$ cat config.mk
export PLATFORM = sky130hd
export DESIGN_NAME = jstk2_spi_master
export DESIGN_NICKNAME = d
export VERILOG_FILES = /design/src/rtl/jstk2_spi_master.sv
export SDC_FILE = /design/constraint.sdc
export NUM_CORES = 1
export LEC_CHECK = 0
export ABC_AREA = 0
export CAP_MARGIN = 20
export CORE_UTILIZATION = 40
export CTS_BUF_LIST = sky130_fd_sc_hd__clkbuf_8
export CTS_CLUSTER_SIZE = 40
export DETAILED_ROUTE_END_ITERATION = 8
export PLACE_DENSITY = 0.57
export SETUP_SLACK_MARGIN = 0.4
export SLEW_MARGIN = 20
export SYNTH_ARGS = -nofsm -noshare
export SYNTH_HDL_FRONTEND = slang
export SYNTH_SLANG_ARGS = --single-unit
$ cat constraint.sdc
create_clock -name clk -period 17.6 [get_ports clk]
set_clock_uncertainty 0.15 [all_clocks]
set_input_delay 2.64 -clock clk [delete_from_list [all_inputs] [get_ports clk]]
set_output_delay 2.64 -clock clk [all_outputs]
set_load 0.01 [all_outputs]
$ cat src/rtl/jstk2_spi_master.sv
// SPI mode-0 master for the Pmod JSTK2 joystick; SCLK comes from a clock-enable counter, not a divided clock.
// Optional feature macro JSTK2_LED_EN: adds led_r/led_g/led_b inputs and sends the set-LED command on MOSI.

module jstk2_spi_master #(
  parameter int SCLK_DIV    = 750,
  parameter int FRAME_BYTES = 5,
  parameter int SS_SETUP    = 1500,
  parameter int BYTE_GAP    = 1000,
  parameter int POLL_PERIOD = 1_000_000
) (
  input  logic                     clk,
  input  logic                     rst,
  input  logic                     start,
  input  logic                     MISO,
`ifdef JSTK2_LED_EN
  input  logic [7:0]               led_r,
  input  logic [7:0]               led_g,
  input  logic [7:0]               led_b,
`endif
  output logic                     MOSI,
  output logic                     SS,
  output logic                     SCLK,
  output logic                     busy,
  output logic [8*FRAME_BYTES-1:0] rx_data,
  output logic                     rx_valid,
  output logic [9:0]               x_pos,
  output logic [9:0]               y_pos,
  output logic [2:0]               btn
);

  localparam int          W          = 8 * FRAME_BYTES;
  localparam logic [31:0] DIV_LAST   = 32'(SCLK_DIV - 1);
  localparam logic [31:0] SETUP_LAST = 32'(SS_SETUP - 1);
  localparam logic [31:0] GAP_LAST   = 32'(BYTE_GAP - 1);
  localparam logic [31:0] POLL_LAST  = 32'(POLL_PERIOD - 1);
  localparam logic [15:0] BYTE_LAST  = 16'(FRAME_BYTES - 1);

  typedef enum logic [2:0] {IDLE, SETUP, SHIFT, GAP, DONE} state_t;

  state_t      state;
  logic [31:0] phase_cnt;
  logic [31:0] poll_cnt;
  logic [2:0]  bit_cnt;
  logic [15:0] byte_cnt;
  logic [W-1:0] rx_sr;
  logic        poll_tick;
  logic        req;

  assign poll_tick = (POLL_PERIOD != 0) && (poll_cnt == POLL_LAST);
  assign req       = start | poll_tick;

`ifdef JSTK2_LED_EN
  logic [W-1:0] tx_sr;
  logic [W-1:0] led_frame;

  assign led_frame = {8'h84, led_r, led_g, led_b, {(W-32){1'b0}}};
`else
  assign MOSI = 1'b0;
`endif

  // Free-running poll timer; wraps on the tick so requests are exactly POLL_PERIOD apart.
  always_ff @(posedge clk or posedge rst) begin
    if (rst) begin
      poll_cnt <= '0;
    end else if (POLL_PERIOD == 0 || poll_tick) begin
      poll_cnt <= '0;
    end else begin
      poll_cnt <= poll_cnt + 32'd1;
    end
  end

  always_ff @(posedge clk or posedge rst) begin
    if (rst) begin
      state     <= IDLE;
      SS        <= 1'b1;
      SCLK      <= 1'b0;
      busy      <= 1'b0;
      rx_valid  <= 1'b0;
      rx_data   <= '0;
      x_pos     <= '0;
      y_pos     <= '0;
      btn       <= '0;
      rx_sr     <= '0;
      phase_cnt <= '0;
      bit_cnt   <= '0;
      byte_cnt  <= '0;
`ifdef JSTK2_LED_EN
      MOSI      <= 1'b0;
      tx_sr     <= '0;
`endif
    end else begin
      rx_valid <= 1'b0;
      case (state)
        IDLE: begin
          if (req) begin
            state     <= (SS_SETUP > 0) ? SETUP : SHIFT;
            SS        <= 1'b0;
            busy      <= 1'b1;
            phase_cnt <= '0;
            bit_cnt   <= '0;
            byte_cnt  <= '0;
`ifdef JSTK2_LED_EN
            MOSI      <= led_frame[W-1];
            tx_sr     <= {led_frame[W-2:0], 1'b0};
`endif
          end
        end

        SETUP: begin
          if (phase_cnt == SETUP_LAST) begin
            state     <= SHIFT;
            phase_cnt <= '0;
          end else begin
            phase_cnt <= phase_cnt + 32'd1;
          end
        end

        // Each bit is a low half then a high half; the falling edge of the last bit closes the byte.
        SHIFT: begin
          if (phase_cnt != DIV_LAST) begin
            phase_cnt <= phase_cnt + 32'd1;
          end else begin
            phase_cnt <= '0;
            if (!SCLK) begin
              SCLK  <= 1'b1;
              rx_sr <= {rx_sr[W-2:0], MISO};
            end else begin
              SCLK    <= 1'b0;
              bit_cnt <= bit_cnt + 3'd1;
              if (bit_cnt == 3'd7 && byte_cnt == BYTE_LAST) begin
                state    <= DONE;
                SS       <= 1'b1;
                rx_valid <= 1'b1;
                rx_data  <= rx_sr;
                x_pos    <= {rx_sr[W-15:W-16], rx_sr[W-1:W-8]};
                y_pos    <= {rx_sr[W-31:W-32], rx_sr[W-17:W-24]};
                btn      <= rx_sr[W-38:W-40];
`ifdef JSTK2_LED_EN
                MOSI     <= 1'b0;
`endif
              end else begin
                if (bit_cnt == 3'd7) begin
                  byte_cnt <= byte_cnt + 16'd1;
                  if (BYTE_GAP > 0) begin
                    state <= GAP;
                  end
                end
`ifdef JSTK2_LED_EN
                MOSI  <= tx_sr[W-1];
                tx_sr <= {tx_sr[W-2:0], 1'b0};
`endif
              end
            end
          end
        end

        GAP: begin
          if (phase_cnt == GAP_LAST) begin
            state     <= SHIFT;
            phase_cnt <= '0;
          end else begin
            phase_cnt <= phase_cnt + 32'd1;
          end
        end

        DONE: begin
          state <= IDLE;
          busy  <= 1'b0;
        end

        default: begin
          state <= IDLE;
        end
      endcase
    end
  end

endmodule

Word-level counts from Yosys, hierarchy flattened
Index checks and enable logic that the tools add are counted.
{"block": "word_totals", "register_bits": 193, "latchBits": 0, "ram_bits": 0, "rom_bits": 0, "output_inout_bits": 68, "n_memories": 0}
{"block": "classes", "addsub": 4, "mul": 0, "n_div": 0, "magnitude_cmp": 0, "n_eq_ne": 19, "n_shift": 0, "muxes": 36, "bitwise_logic": 3, "reduce_logical": 14}
{"cell": "two-way mux 32 bit", "n": 5}
{"cell": "case mux 32 bit (4 select lines)", "n": 1}
{"cell": "two-way mux 16 bit", "n": 5}
{"cell": "adder 32 x 1 -> 32 bit (second input constant)", "n": 2}
{"cell": "== test 32 x 10 -> 1 bit (second input constant)", "n": 1}
{"cell": "== test 32 x 11 -> 1 bit (second input constant)", "n": 1}
{"cell": "== test 32 x 20 -> 1 bit (second input constant)", "n": 1}
{"cell": "inequality test 32 x 10 -> 1 bit (second input constant)", "n": 1}
{"cell": "case mux 16 bit (2 select lines)", "n": 1}
{"cell": "two-way mux 3 bit", "n": 10}
{"cell": "adder 16 x 1 -> 16 bit (second input constant)", "n": 1}
{"cell": "== test 16 x 3 -> 1 bit (second input constant)", "n": 1}
{"cell": "inequality test 2 bit (second input constant)", "n": 8}
{"cell": "case mux 3 bit (4 select lines)", "n": 1}
{"cell": "AND reduction 6 bit", "n": 2}
{"cell": "two-way mux 1 bit", "n": 10}
{"cell": "AND reduction 4 bit", "n": 2}
{"cell": "== test 3 x 2 -> 1 bit (second input constant)", "n": 2}
{"cell": "== test 3 bit (second input constant)", "n": 2}
{"cell": "case mux 3 bit (2 select lines)", "n": 1}
{"cell": "AND reduction 2 bit", "n": 3}
{"cell": "AND reduction 5 bit", "n": 1}
{"cell": "case mux 1 bit (2 select lines)", "n": 2}
{"cell": "nonzero test 2 bit", "n": 2}
{"cell": "other kinds (9)", "n": 10}

Longest topological paths before layout
Gate-level depths: netlist of the first run.
{"block": "logic_depth", "ltp_word": 6, "ltp_mapped": 9, "mapped_depth_nobuf": 8}

Worst setup path after synthesis of the first run
OpenSTA, ideal clock, no wires.
{"block": "synth_timing", "kind": "input-to-reg", "startpoint": "input port start", "endpoint": "register phase_cnt[7]", "t_arrival_ns": 3.623, "slack_ns": 13.740, "stages": 6, "n_path_buf": 1, "cell_sequence": "inv_1 o31ai_2 o31ai_1 clkbuf_1 nand2_1 o211ai_1"}
{"block": "synth_between", "elab_chain_len": 3}
{"item": "start: declaration", "line": "13", "rtl": "input logic start,"}
{"item": "bitwise OR 1 bit", "line": "50", "rtl": "assign req = start | poll_tick;"}
{"item": "inequality test 2 bit (no source line)"}
{"item": "AND reduction 2 bit (no source line)"}
{"item": "end signal: assignment", "line": "114", "rtl": "phase_cnt <= phase_cnt + 32'd1;"}
{"item": "end signal: assignment", "line": "121", "rtl": "phase_cnt <= phase_cnt + 32'd1;"}
{"item": "end signal: assignment", "line": "162", "rtl": "phase_cnt <= phase_cnt + 32'd1;"}
{"item": "end: declaration", "line": "41", "rtl": "logic [31:0] phase_cnt;"}
Every way passes these cells.
A chain may end at the register's enable or synchronous reset.

Final worst setup path of the first run
{"block": "layout_timing", "startpoint": "register SCLK", "endpoint": "output port SCLK"}
{"item": "start: declaration", "line": "22", "rtl": "output logic SCLK,"}
{"item": "start signal: assignment", "line": "76", "rtl": "SCLK <= 1'b0;"}
{"item": "start signal: assignment", "line": "125", "rtl": "SCLK <= 1'b1;"}
{"item": "start signal: assignment", "line": "128", "rtl": "SCLK <= 1'b0;"}
No word-level cell between the ends.

==> tab_implementation.tex, run 1 <==
\begin{tabular}{lr}
\hline
Metric & Value \\
\hline
\multicolumn{2}{l}{\textbf{Outcome}} \\
Status & complete, no violations \\
\multicolumn{2}{l}{\textbf{Power and ir drop}} \\
Leakage power of the design & 4.18 nW \\
Power per cell area & 83.8 nW/um\^{}2 \\
Maximum vdd drop & 0.0000470 V \\
\multicolumn{2}{l}{\textbf{Min path}} \\
Worst min-delay path category & reg -> reg \\
\multicolumn{2}{l}{\textbf{Routing}} \\
Average wire per standard cell & 14.7 um \\
Routed Antenna Nets & 0 \\
Number of vias per cell after detailed routing & 5.24 \\
Routed wire length & 15700 um \\
Total DRC errors in the routed layout & 0 \\
Detailed-router iteration count before antenna repair & 5 \\
Overall via count from detail\_route & 5625 \\
DR iter-0 viols & 351 \\
\multicolumn{2}{l}{\textbf{Timing}} \\
Setup violation total in the final timing report & 0 \\
Sum Neg Setup Slack & 0 ns \\
Final min period & 4.37 ns \\
Final Max Slew Viols & 0 \\
Final Hold Violating Endpoints & 0 \\
Unrepaired setup endpoints after global routing & false \\
Transition time at the pin with the least slew margin & 0.871 ns \\
Ratio of final minimum period to clock period & 0.248 \\
FMAX & 229 MHz \\
Max-slew headroom at the worst pin & 0.414 \\
\multicolumn{2}{l}{\textbf{Floorplanning}} \\
Floorplan core area & 19500 sq um \\
Die area & 20500 sq um \\
Die height & 143 um \\
\# IOs & 72 \\
Effective utilization at floorplan & 0.409 \\
Die boundary width & 143 um \\
Number of rows in the core area & 51 \\
\multicolumn{2}{l}{\textbf{Logic synthesis}} \\
Share of flip-flops with an asynchronous set or reset & 1.00 \\
Part of the Yosys area used for sequential elements & 0.533 \\
YS warnings & 0 \\
Post-synthesis register bit count & 170 \\
Most used standard cell by instance count after synthesis & sky130\_fd\_sc\_hd\_\_dfrtp\_1 \\
Top FF cell, synth & sky130\_fd\_sc\_hd\_\_dfrtp\_1 \\
Synthesized area divided by synthesized cell count & 10.7 sq um \\
Unique cell type count in the Yosys netlist & 51 \\
Post-Synthesis Cells & 747 \\
Most frequent cells after synthesis & 169 x sky130\_fd\_sc\_hd\_\_dfrtp\_1, 94 x sky130\_fd\_sc\_hd\_\_nand2\_1, 79 x sky130\_fd\_sc\_hd\_\_mux2\_2 \\
Number of enable-type register cells in the synthesized netlist & 0 \\
Post-Syn Nets & 758 \\
Post-synthesis cell area & 7990 sq um \\
Top post-synthesis cells by area & sky130\_fd\_sc\_hd\_\_dfrtp\_1 53\%, sky130\_fd\_sc\_hd\_\_mux2\_2 11\%, sky130\_fd\_sc\_hd\_\_nand2\_1 4.4\% \\
Synth top area share & 0.530 \\
Library cell with the largest summed area after synthesis & sky130\_fd\_sc\_hd\_\_dfrtp\_1 \\
\multicolumn{2}{l}{\textbf{Setup path}} \\
Buf+Inv Stages, Crit Path & 1 \\
Maximum fanout along the worst path & 6 \\
Critical path data arrival time & 1.58 ns \\
Class of the most critical setup path & reg -> out \\
Slowest stage cell on the critical path & sky130\_fd\_sc\_hd\_\_clkdlybuf4s50\_1 \\
Ordered cell list for the critical path & clkdlybuf4s50\_1 \\
Critical Path Sink Type & output pin \\
CP peak stage delay & 0.64 ns \\
Critical path startpoint category & flop \\
Cell family with most CP delay & buffers and inverters \\
Worst EP required & 14.81 ns \\
\multicolumn{2}{l}{\textbf{Run}} \\
Count of max-cap constraint violations & 0 \\
\multicolumn{2}{l}{\textbf{Clock tree}} \\
Reg clk slew, reported paths & 0.09 ns \\
Clock Sinks & 170 \\
Inserted Clock Buffers & 17 \\
Max clock buf depth & 2 \\
Clock H-tree levels & 4 \\
Number of hold buffers added after CTS & 0 \\
\# resized after CTS & 0 \\
Clock Root Buffer & sky130\_fd\_sc\_hd\_\_clkbuf\_8 \\
Setup fix buffers added after clock tree synthesis & 0 \\
Clock tree from TritonCTS & yes \\
Clock latency on the worst-skew pair & 0.46 ns \\
\multicolumn{2}{l}{\textbf{GRT}} \\
Total global-route track usage & 0.165 \\
Pin count of the biggest net entering global routing & 110 \\
Final global-route overflow total & 0 \\
Global-route wire length before repair & 26600 um \\
Antenna violations before repair & 0 \\
Vias in the first global route & 5389 \\
\multicolumn{2}{l}{\textbf{Place}} \\
Number of buffer cells added on primary ports & 70 \\
Placer Congestion & 0.791 \\
Hpwl dp & 10500 um \\
\multicolumn{2}{l}{\textbf{Cells and area}} \\
Fill cell count & 1772 \\
Share of layout cells above drive strength 1 & 0.165 \\
Sequential Area & 4260 sq um \\
Final nets & 806 \\
Diodes inserted & 0 \\
Area delta synth->final & 16.0\% \\
Final Util & 0.474 \\
Combined area of the multi-input logic cells & 3370 sq um \\
\hline
\end{tabular}
cells by family after synthesis:
family                     after synthesis  share of synthesized area
AOI/OAI and AO/OA                       93                     0.0694
xor gates and xnor gates                40                     0.0439
adders and majority gates                7                     0.0110
buffers and inverters                   65                     0.0476
DFF                                    170                      0.533
muxes                                   81                      0.114
other                                    1                   0.000470
and+or+nand+nor                        290                      0.181
metal layers:
metal / global-route usage / up-vias / share of wire
met2: 0.269 / 122 / 0.48
met5: 0 / - / 0
met1: 0.215 / 2790 / 0.47
met4: 0.0599 / 0 / 0.0096
met3: 0.0373 / 13 / 0.044
li1: - / 2700 / -
registers in the layout (all words and copies together), names as in the netlist:
signal and count:
busy 1, x_pos 1, rx_data 39, phase_cnt 32, SS 1, byte_cnt 16, SCLK 1, rx_sr 40
state 3, bit_cnt 3, poll_cnt 32, rx_valid 1
per-stage QoR:
step	total power [mW]	std cells	worst slack, ns	hold WS [ns]	instance area (sq um)
after global routing	0.813	1073	13.15	0.341	9260
after floorplan	0.465	747	10.21	0.289	7990
after CTS	0.787	1070	13.18	0.338	9200
final	0.776	1073	13.23	0.335	9260
after global placement	0.481	1038	12.76	0.307	8760
after detailed placement	0.485	1038	12.70	0.328	8760
cell usage in the layout (no fill, tap or decap), drive strengths merged, types with 2 or more instances in the layout:
cell,instances
nand2,94
clkbuf,18
inv,20
o211ai,5
a22oi,3
and4,4
and3,15
nor4b,6
xor2,16
ha,7
xnor2,24
clkinv,6
a31oi,8
nor4,14
bufinv,3
buf,9
and2,16
a21oi,8
nor3,11
nand3,33
nand4,21
o22ai,14
dfrtp,169
clkdlybuf4s50,70
o31ai,7
nor2,62
nor2b,6
or2,2
o21ai,42
mux2,81
a41oi,2
layout make-up:
type                       instances  area share
clock inverter                    14      0.0199
timing repair buffer              79      0.0873
sequential                       170       0.460
inverter                          15     0.00662
multi-input combinational        512       0.364
tap                              265      0.0358
clock buffer                      18      0.0268
report_power, final:
| part | total [mW] | internal (mW) | switching, mW |
|---|---|---|---|
| Combinational | 0.0543 | 0.0195 | 0.0348 |
| Clock | 0.299 | 0.148 | 0.151 |
| Sequential | 0.423 | 0.403 | 0.0194 |
path summary, 6_finish.rpt:
| kind | cells after the start | end | startpoint | slack (ns) |
|---|---|---|---|---|
| worst max register to register | 7 | rx_sr[6]$_DFFE_PP0P_ | phase_cnt[25]$_DFFE_PP0P_ | 14.28 |
| max in group asynchronous | 3 | poll_cnt[2]$_DFF_PP0_ | rst | 13.79 |
| worst min register to register | 1 | poll_cnt[31]$_DFF_PP0_ | poll_cnt[31]$_DFF_PP0_ | 0.34 |
| min in group asynchronous | 2 | byte_cnt[13]$_DFFE_PP0P_ | rst | 2.39 |
| worst min-delay path | 1 | poll_cnt[31]$_DFF_PP0_ | poll_cnt[31]$_DFF_PP0_ | 0.34 |
| worst max-delay path | 1 | SCLK | SCLK$_DFFE_PP0P_ | 13.23 |
(Power assumes the default switching activity.)
==> run 2, diff against run 1 <==
- clock period: 17.6 -> 4.2 ns (I/O delays scaled with it)
==> run 2 against run 1 <==
Effect of this change:
- critical path depth increased by 6
- sequential power increased to 4.2 times the previous value
- die area unchanged
- highest routed layer unchanged
- cell count unchanged
- global-route usage decreased by 0.47 points
- wire length decreased by 2.5%
- non-clock buffer count unchanged
- worst hold slack got worse by 0.0087 ns
- setup slack got worse by 12 ns
==> tab_implementation.tex, run 2 (synthesized netlist as in run 1, its figures left out) <==
\begin{tabular}{lr}
\hline
Metric & Value \\
\hline
\multicolumn{2}{l}{\textbf{Power and ir drop}} \\
Maximum vdd drop & 0.000190 V \\
Power per cell area & 343 nW/um\^{}2 \\
Leakage power of the design & 4.15 nW \\
Total power of the final layout & 3.15 mW \\
\multicolumn{2}{l}{\textbf{Clock tree}} \\
\# resized after CTS & 0 \\
Clock tree from TritonCTS & yes \\
Clock Sinks & 170 \\
Max clock buf depth & 2 \\
Clock Root Buffer & sky130\_fd\_sc\_hd\_\_clkbuf\_8 \\
Clock latency on the worst-skew pair & 0.46 ns \\
Number of hold buffers added after CTS & 0 \\
Reg clk slew, reported paths & 0.10 ns \\
Setup fix buffers added after clock tree synthesis & 0 \\
Clock H-tree levels & 4 \\
Inserted Clock Buffers & 17 \\
\multicolumn{2}{l}{\textbf{GRT}} \\
Total global-route track usage & 0.160 \\
Vias in the first global route & 5368 \\
Antenna violations before repair & 0 \\
Final global-route overflow total & 0 \\
Global-route wire length before repair & 26000 um \\
Pin count of the biggest net entering global routing & 135 \\
\multicolumn{2}{l}{\textbf{Routing}} \\
Number of vias per cell after detailed routing & 5.22 \\
Routed wire length & 15400 um \\
DR iter-0 viols & 253 \\
Total DRC errors in the routed layout & 0 \\
Average wire per standard cell & 14.3 um \\
Detailed-router iteration count before antenna repair & 5 \\
Overall via count from detail\_route & 5606 \\
Routed Antenna Nets & 0 \\
\multicolumn{2}{l}{\textbf{Cells and area}} \\
Largest registers & rx\_sr: 40 flops, rx\_data: 39 flops \\
Final nets & 806 \\
Register with the most flip-flops & rx\_sr \\
Share of layout cells above drive strength 1 & 0.165 \\
Area delta synth->final & 15.1\% \\
Most common cell after layout, fill and taps aside & sky130\_fd\_sc\_hd\_\_dfrtp\_1 \\
Largest register FFs & 40 \\
Highest-count cells in the layout ignoring fill and taps & 169 x sky130\_fd\_sc\_hd\_\_dfrtp\_1, 93 x sky130\_fd\_sc\_hd\_\_nand2\_1, 79 x sky130\_fd\_sc\_hd\_\_mux2\_2, 70 x sky130\_fd\_sc\_hd\_\_clkdlybuf4s50\_1, 60 x sky130\_fd\_sc\_hd\_\_nor2\_1 \\
Diodes inserted & 0 \\
Final Util & 0.471 \\
\multicolumn{2}{l}{\textbf{Outcome}} \\
Status & complete, no violations \\
\multicolumn{2}{l}{\textbf{Floorplanning}} \\
Die boundary width & 143 um \\
Die height & 143 um \\
Number of rows in the core area & 51 \\
Die area & 20500 sq um \\
\# IOs & 72 \\
Floorplan core area & 19500 sq um \\
Effective utilization at floorplan & 0.409 \\
\multicolumn{2}{l}{\textbf{Setup path}} \\
CP peak stage delay & 0.56 ns \\
Worst EP required & 4.40 ns \\
Cell family with most CP delay & simple AND/OR/NAND/NOR gates \\
Critical path data arrival time & 3.41 ns \\
Class of the most critical setup path & reg -> reg \\
Ordered cell list for the critical path & nor4\_1, nand4\_1, nor4\_4, nand2\_1, nor2\_4, buf\_4, mux2\_2 \\
Critical Path Sink Type & flop \\
Buf+Inv Stages, Crit Path & 1 \\
Maximum fanout along the worst path & 20 \\
Slowest stage cell on the critical path & sky130\_fd\_sc\_hd\_\_nor4\_4 \\
Critical path startpoint category & flop \\
\multicolumn{2}{l}{\textbf{Place}} \\
Number of buffer cells added on primary ports & 70 \\
Hpwl dp & 10400 um \\
Worst-case setup slack after placement & 1.00 ns \\
Placer Congestion & 0.831 \\
\multicolumn{2}{l}{\textbf{Timing}} \\
Max-slew headroom at the worst pin & 0.378 \\
Transition time at the pin with the least slew margin & 0.930 ns \\
Final Max Slew Viols & 0 \\
Sum Neg Setup Slack & 0 ns \\
Ratio of final minimum period to clock period & 0.764 \\
Setup violation total in the final timing report & 0 \\
Final min period & 3.21 ns \\
Post-Route Hold Slack & 0.327 ns \\
Final Hold Violating Endpoints & 0 \\
Worst setup margin & 0.992 ns \\
FMAX & 312 MHz \\
Unrepaired setup endpoints after global routing & false \\
\multicolumn{2}{l}{\textbf{Run}} \\
Count of max-cap constraint violations & 0 \\
\multicolumn{2}{l}{\textbf{Min path}} \\
Worst min-delay path category & reg -> reg \\
\hline
\end{tabular}
-- run 2: cell count changes in the layout (fill, tap and decap cells not counted), sizes merged --
cell,previous run,this run
clkbuf,18,17
clkinv,6,8
bufinv,3,2
clkinvlp,0,2
inv,20,18
-- run 2: worst register-to-register path, delay by kind of cell, from the launching register on --
| family | cells | cell delay [ns] |
|---|---|---|
| muxes | 1 | 0.35 |
| and+or+nand+nor | 5 | 1.85 |
| DFF | 1 | 0.45 |
| buffers and inverters | 1 | 0.31 |
-- run 2: through the flow --
stage | cells | cell area, sq um
after global placement | 1040 | 8790
after floorplan | 747 | 7990
after detailed placement | 1041 | 8790
after global routing | 1073 | 9190
final | 1073 | 9190
after CTS | 1073 | 9190
-- run 2: final cells by class --
cell class | instances | area (sq um)
multi-input combinational | 512 | 3370
fill | 1799 | 10300
sequential | 170 | 4260
tap | 265 | 332
timing repair buffer | 79 | 781
clock inverter | 15 | 166
inverter | 15 | 60.1
clock buffer | 17 | 234
-- run 2: worst paths after layout --
kind / from / end / slack (ns) / cells past startpoint
hold / removal: poll_cnt[19]$_DFF_PP0_ / poll_cnt[19]$_DFF_PP0_ / 0.33 / 1
setup / recovery: phase_cnt[18]$_DFFE_PP0P_ / rx_sr[37]$_DFFE_PP0P_ / 0.99 / 7
setup reg to reg: phase_cnt[18]$_DFFE_PP0P_ / rx_sr[37]$_DFFE_PP0P_ / 0.99 / 7
max in group asynchronous: rst / byte_cnt[9]$_DFFE_PP0P_ / 2.72 / 3
hold reg to reg: poll_cnt[19]$_DFF_PP0_ / poll_cnt[19]$_DFF_PP0_ / 0.33 / 1
min in group asynchronous: rst / x_pos[7]$_DFFE_PP0P_ / 0.53 / 3
-- run 2: report_power, final --
part	total, mW	internal [mW]	switching (mW)
sequential	1.77	1.69	0.0794
combinational	0.220	0.0793	0.140
clock	1.16	0.540	0.624
total	3.15	2.31	0.844
-- run 2: routing by layer --
| metal | up-vias | track usage | wire [um] |
|---|---|---|---|
| met4 | 0 | 0.0571 | 249 |
| met2 | 132 | 0.258 | 7180 |
| met5 | - | 0 | 0 |
| met1 | 2764 | 0.213 | 7320 |
| li1 | 2689 | - | - |
| met3 | 21 | 0.0340 | 613 |
==> run 3, diff against run 2 <==
- PLACE_DENSITY: 0.57 -> 0.59
- clock period: 4.2 -> 2.8 ns (I/O delays scaled with it)
==> run 3 against run 2 <==
Effect of this change:
- utilization increased by 5.5 points
- critical path type unchanged
- critical path depth grew 3
- highest routed layer unchanged
- largest power group unchanged
- largest cell class unchanged
- worst hold slack got worse by 0.16 ns
==> tab_implementation.tex, run 3 (synthesized netlist as in run 1, its figures left out) <==
\begin{tabular}{lr}
\hline
Metric & Value \\
\hline
\multicolumn{2}{l}{\textbf{Outcome}} \\
Status & complete, no violations \\
\multicolumn{2}{l}{\textbf{Floorplanning}} \\
Die height & 143 um \\
Effective utilization at floorplan & 0.409 \\
Floorplan core area & 19500 sq um \\
\# IOs & 72 \\
Die area & 20500 sq um \\
Die boundary width & 143 um \\
Number of rows in the core area & 51 \\
\multicolumn{2}{l}{\textbf{Routing}} \\
Number of vias per cell after detailed routing & 5.26 \\
Routed wire length & 17900 um \\
Total DRC errors in the routed layout & 0 \\
Overall via count from detail\_route & 5921 \\
Detailed-router iteration count before antenna repair & 4 \\
Routed Antenna Nets & 0 \\
Average wire per standard cell & 15.9 um \\
DR iter-0 viols & 278 \\
\multicolumn{2}{l}{\textbf{Timing}} \\
Unrepaired setup endpoints after global routing & true \\
FMAX & 412 MHz \\
Final Hold Violating Endpoints & 0 \\
Final Max Slew Viols & 0 \\
Max-slew headroom at the worst pin & 0.577 \\
Post-Route Hold Slack & 0.167 ns \\
Final min period & 2.43 ns \\
Ratio of final minimum period to clock period & 0.868 \\
Sum Neg Setup Slack & 0 ns \\
Transition time at the pin with the least slew margin & 0.629 ns \\
Setup violation total in the final timing report & 0 \\
\multicolumn{2}{l}{\textbf{Power and ir drop}} \\
Power per cell area & 493 nW/um\^{}2 \\
Leakage power of the design & 4.58 nW \\
Maximum vdd drop & 0.000325 V \\
Total power of the final layout & 5.06 mW \\
\multicolumn{2}{l}{\textbf{Setup path}} \\
Maximum fanout along the worst path & 5 \\
Critical Path Sink Type & flop \\
Class of the most critical setup path & reg -> reg \\
Critical path startpoint category & flop \\
Worst EP required & 2.98 ns \\
Critical path data arrival time & 2.61 ns \\
\multicolumn{2}{l}{\textbf{Cells and area}} \\
Combined area of the multi-input logic cells & 3700 sq um \\
Final Util & 0.526 \\
Largest register FFs & 40 \\
Final nets & 859 \\
Area delta synth->final & 28.5\% \\
Register with the most flip-flops & rx\_sr \\
Fill cell count & 1717 \\
Diodes inserted & 0 \\
Most common cell after layout, fill and taps aside & sky130\_fd\_sc\_hd\_\_dfrtp\_1 \\
Largest registers & rx\_sr: 40 flops, rx\_data: 39 flops \\
Highest-count cells in the layout ignoring fill and taps & 160 x sky130\_fd\_sc\_hd\_\_dfrtp\_1, 91 x sky130\_fd\_sc\_hd\_\_nand2\_1, 70 x sky130\_fd\_sc\_hd\_\_clkdlybuf4s50\_1, 59 x sky130\_fd\_sc\_hd\_\_nor2\_1, 54 x sky130\_fd\_sc\_hd\_\_mux2\_2 \\
Share of layout cells above drive strength 1 & 0.264 \\
Sequential Area & 4270 sq um \\
\multicolumn{2}{l}{\textbf{Clock tree}} \\
Clock Sinks & 170 \\
Clock H-tree levels & 4 \\
Clock Root Buffer & sky130\_fd\_sc\_hd\_\_clkbuf\_8 \\
Number of hold buffers added after CTS & 0 \\
Clock tree from TritonCTS & yes \\
Clock latency on the worst-skew pair & 0.45 ns \\
Max clock buf depth & 2 \\
Reg clk slew, reported paths & 0.09 ns \\
Inserted Clock Buffers & 17 \\
\multicolumn{2}{l}{\textbf{GRT}} \\
Antenna violations before repair & 0 \\
Total global-route track usage & 0.176 \\
Pin count of the biggest net entering global routing & 70 \\
Final global-route overflow total & 0 \\
Global-route wire length before repair & 28600 um \\
Vias in the first global route & 5781 \\
\multicolumn{2}{l}{\textbf{Min path}} \\
Worst min-delay path category & in -> async \\
\multicolumn{2}{l}{\textbf{Place}} \\
Placer Congestion & 0.836 \\
Number of buffer cells added on primary ports & 70 \\
Hpwl dp & 10600 um \\
\multicolumn{2}{l}{\textbf{Run}} \\
Count of max-cap constraint violations & 0 \\
\hline
\end{tabular}
[run 3: changes by cell type in the layout (fill, tap and decap cells not counted), moves of 10 or more]
cell                      before  now
sky130_fd_sc_hd__buf_4         8   36
sky130_fd_sc_hd__buf_6         0   10
sky130_fd_sc_hd__mux2_4        0   27
sky130_fd_sc_hd__o21ai_0      42   30
sky130_fd_sc_hd__o21ai_1       0   10
sky130_fd_sc_hd__mux2_2       79   54
[run 3: stage by stage]
step                      area (sq um)  std cells  setup WS [ns]
after floorplan                   7990        747         0.0621
after global placement            8920       1053          0.252
after detailed placement          8920       1053          0.181
after CTS                         9810       1107          0.300
after global routing             10300       1125          0.265
final                            10300       1125          0.370
[run 3: worst paths after layout]
kind	endpoint	depth (start not counted)	slack (ns)	start
worst max-delay path	rx_sr[22]$_DFFE_PP0P_	10	0.37	phase_cnt[1]$_DFFE_PP0P_
worst min-delay path	phase_cnt[29]$_DFFE_PP0P_	2	0.17	rst
worst max register to register	rx_sr[22]$_DFFE_PP0P_	10	0.37	phase_cnt[1]$_DFFE_PP0P_
worst min register to register	poll_cnt[19]$_DFF_PP0_	1	0.34	poll_cnt[19]$_DFF_PP0_
max in group asynchronous	rx_data[12]$_DFFE_PP0P_	3	1.60	rst
min in group clk	poll_cnt[19]$_DFF_PP0_	1	0.34	poll_cnt[19]$_DFF_PP0_
[run 3: power by group]
group | total [mW] | leakage, nW | switching (mW) | internal (mW)
sequential | 2.66 | 2.30 | 0.124 | 2.54
clock | 1.92 | 0.222 | 0.916 | 1.00
combinational | 0.478 | 2.05 | 0.269 | 0.209
total | 5.06 | 4.58 | 1.31 | 3.75
[run 3: layout make-up]
cell class              count  share of cell area
clock inverters            13              0.0184
clock buffers              18              0.0241
flip-flops and latches    170               0.416
inverters                  15             0.00610
repair buffers            132               0.142
multi-input cells         512               0.361
well taps                 265              0.0323
[run 3: what timing repair did]
item / 4_1_cts / 5_1_grt
setup endpoints to repair: 128 / 137
pin swaps: 8 / 14
resized for setup: 58 / 54
gates cloned: 7 / 7
buffers inserted: 16 / 11
[run 3: routing by layer]
metal  GRT usage  part of all wire
met5           0                 0
met4      0.0526            0.0079
met3      0.0343             0.036
met2       0.305              0.51
met1       0.223              0.45
[run 3: worst max-delay path, stage by stage (launching register included)]
cell and delay (ns):
sky130_fd_sc_hd__dfrtp_2 0.41, sky130_fd_sc_hd__inv_2 0.07, sky130_fd_sc_hd__ha_4 0.11, sky130_fd_sc_hd__nor2b_4 0.12, sky130_fd_sc_hd__nand4_1 0.16, sky130_fd_sc_hd__nor4_4 0.34, sky130_fd_sc_hd__nand2_2 0.12, sky130_fd_sc_hd__nor2_4 0.21
sky130_fd_sc_hd__buf_12 0.16, sky130_fd_sc_hd__clkbuf_16 0.15, sky130_fd_sc_hd__mux2_4 0.29
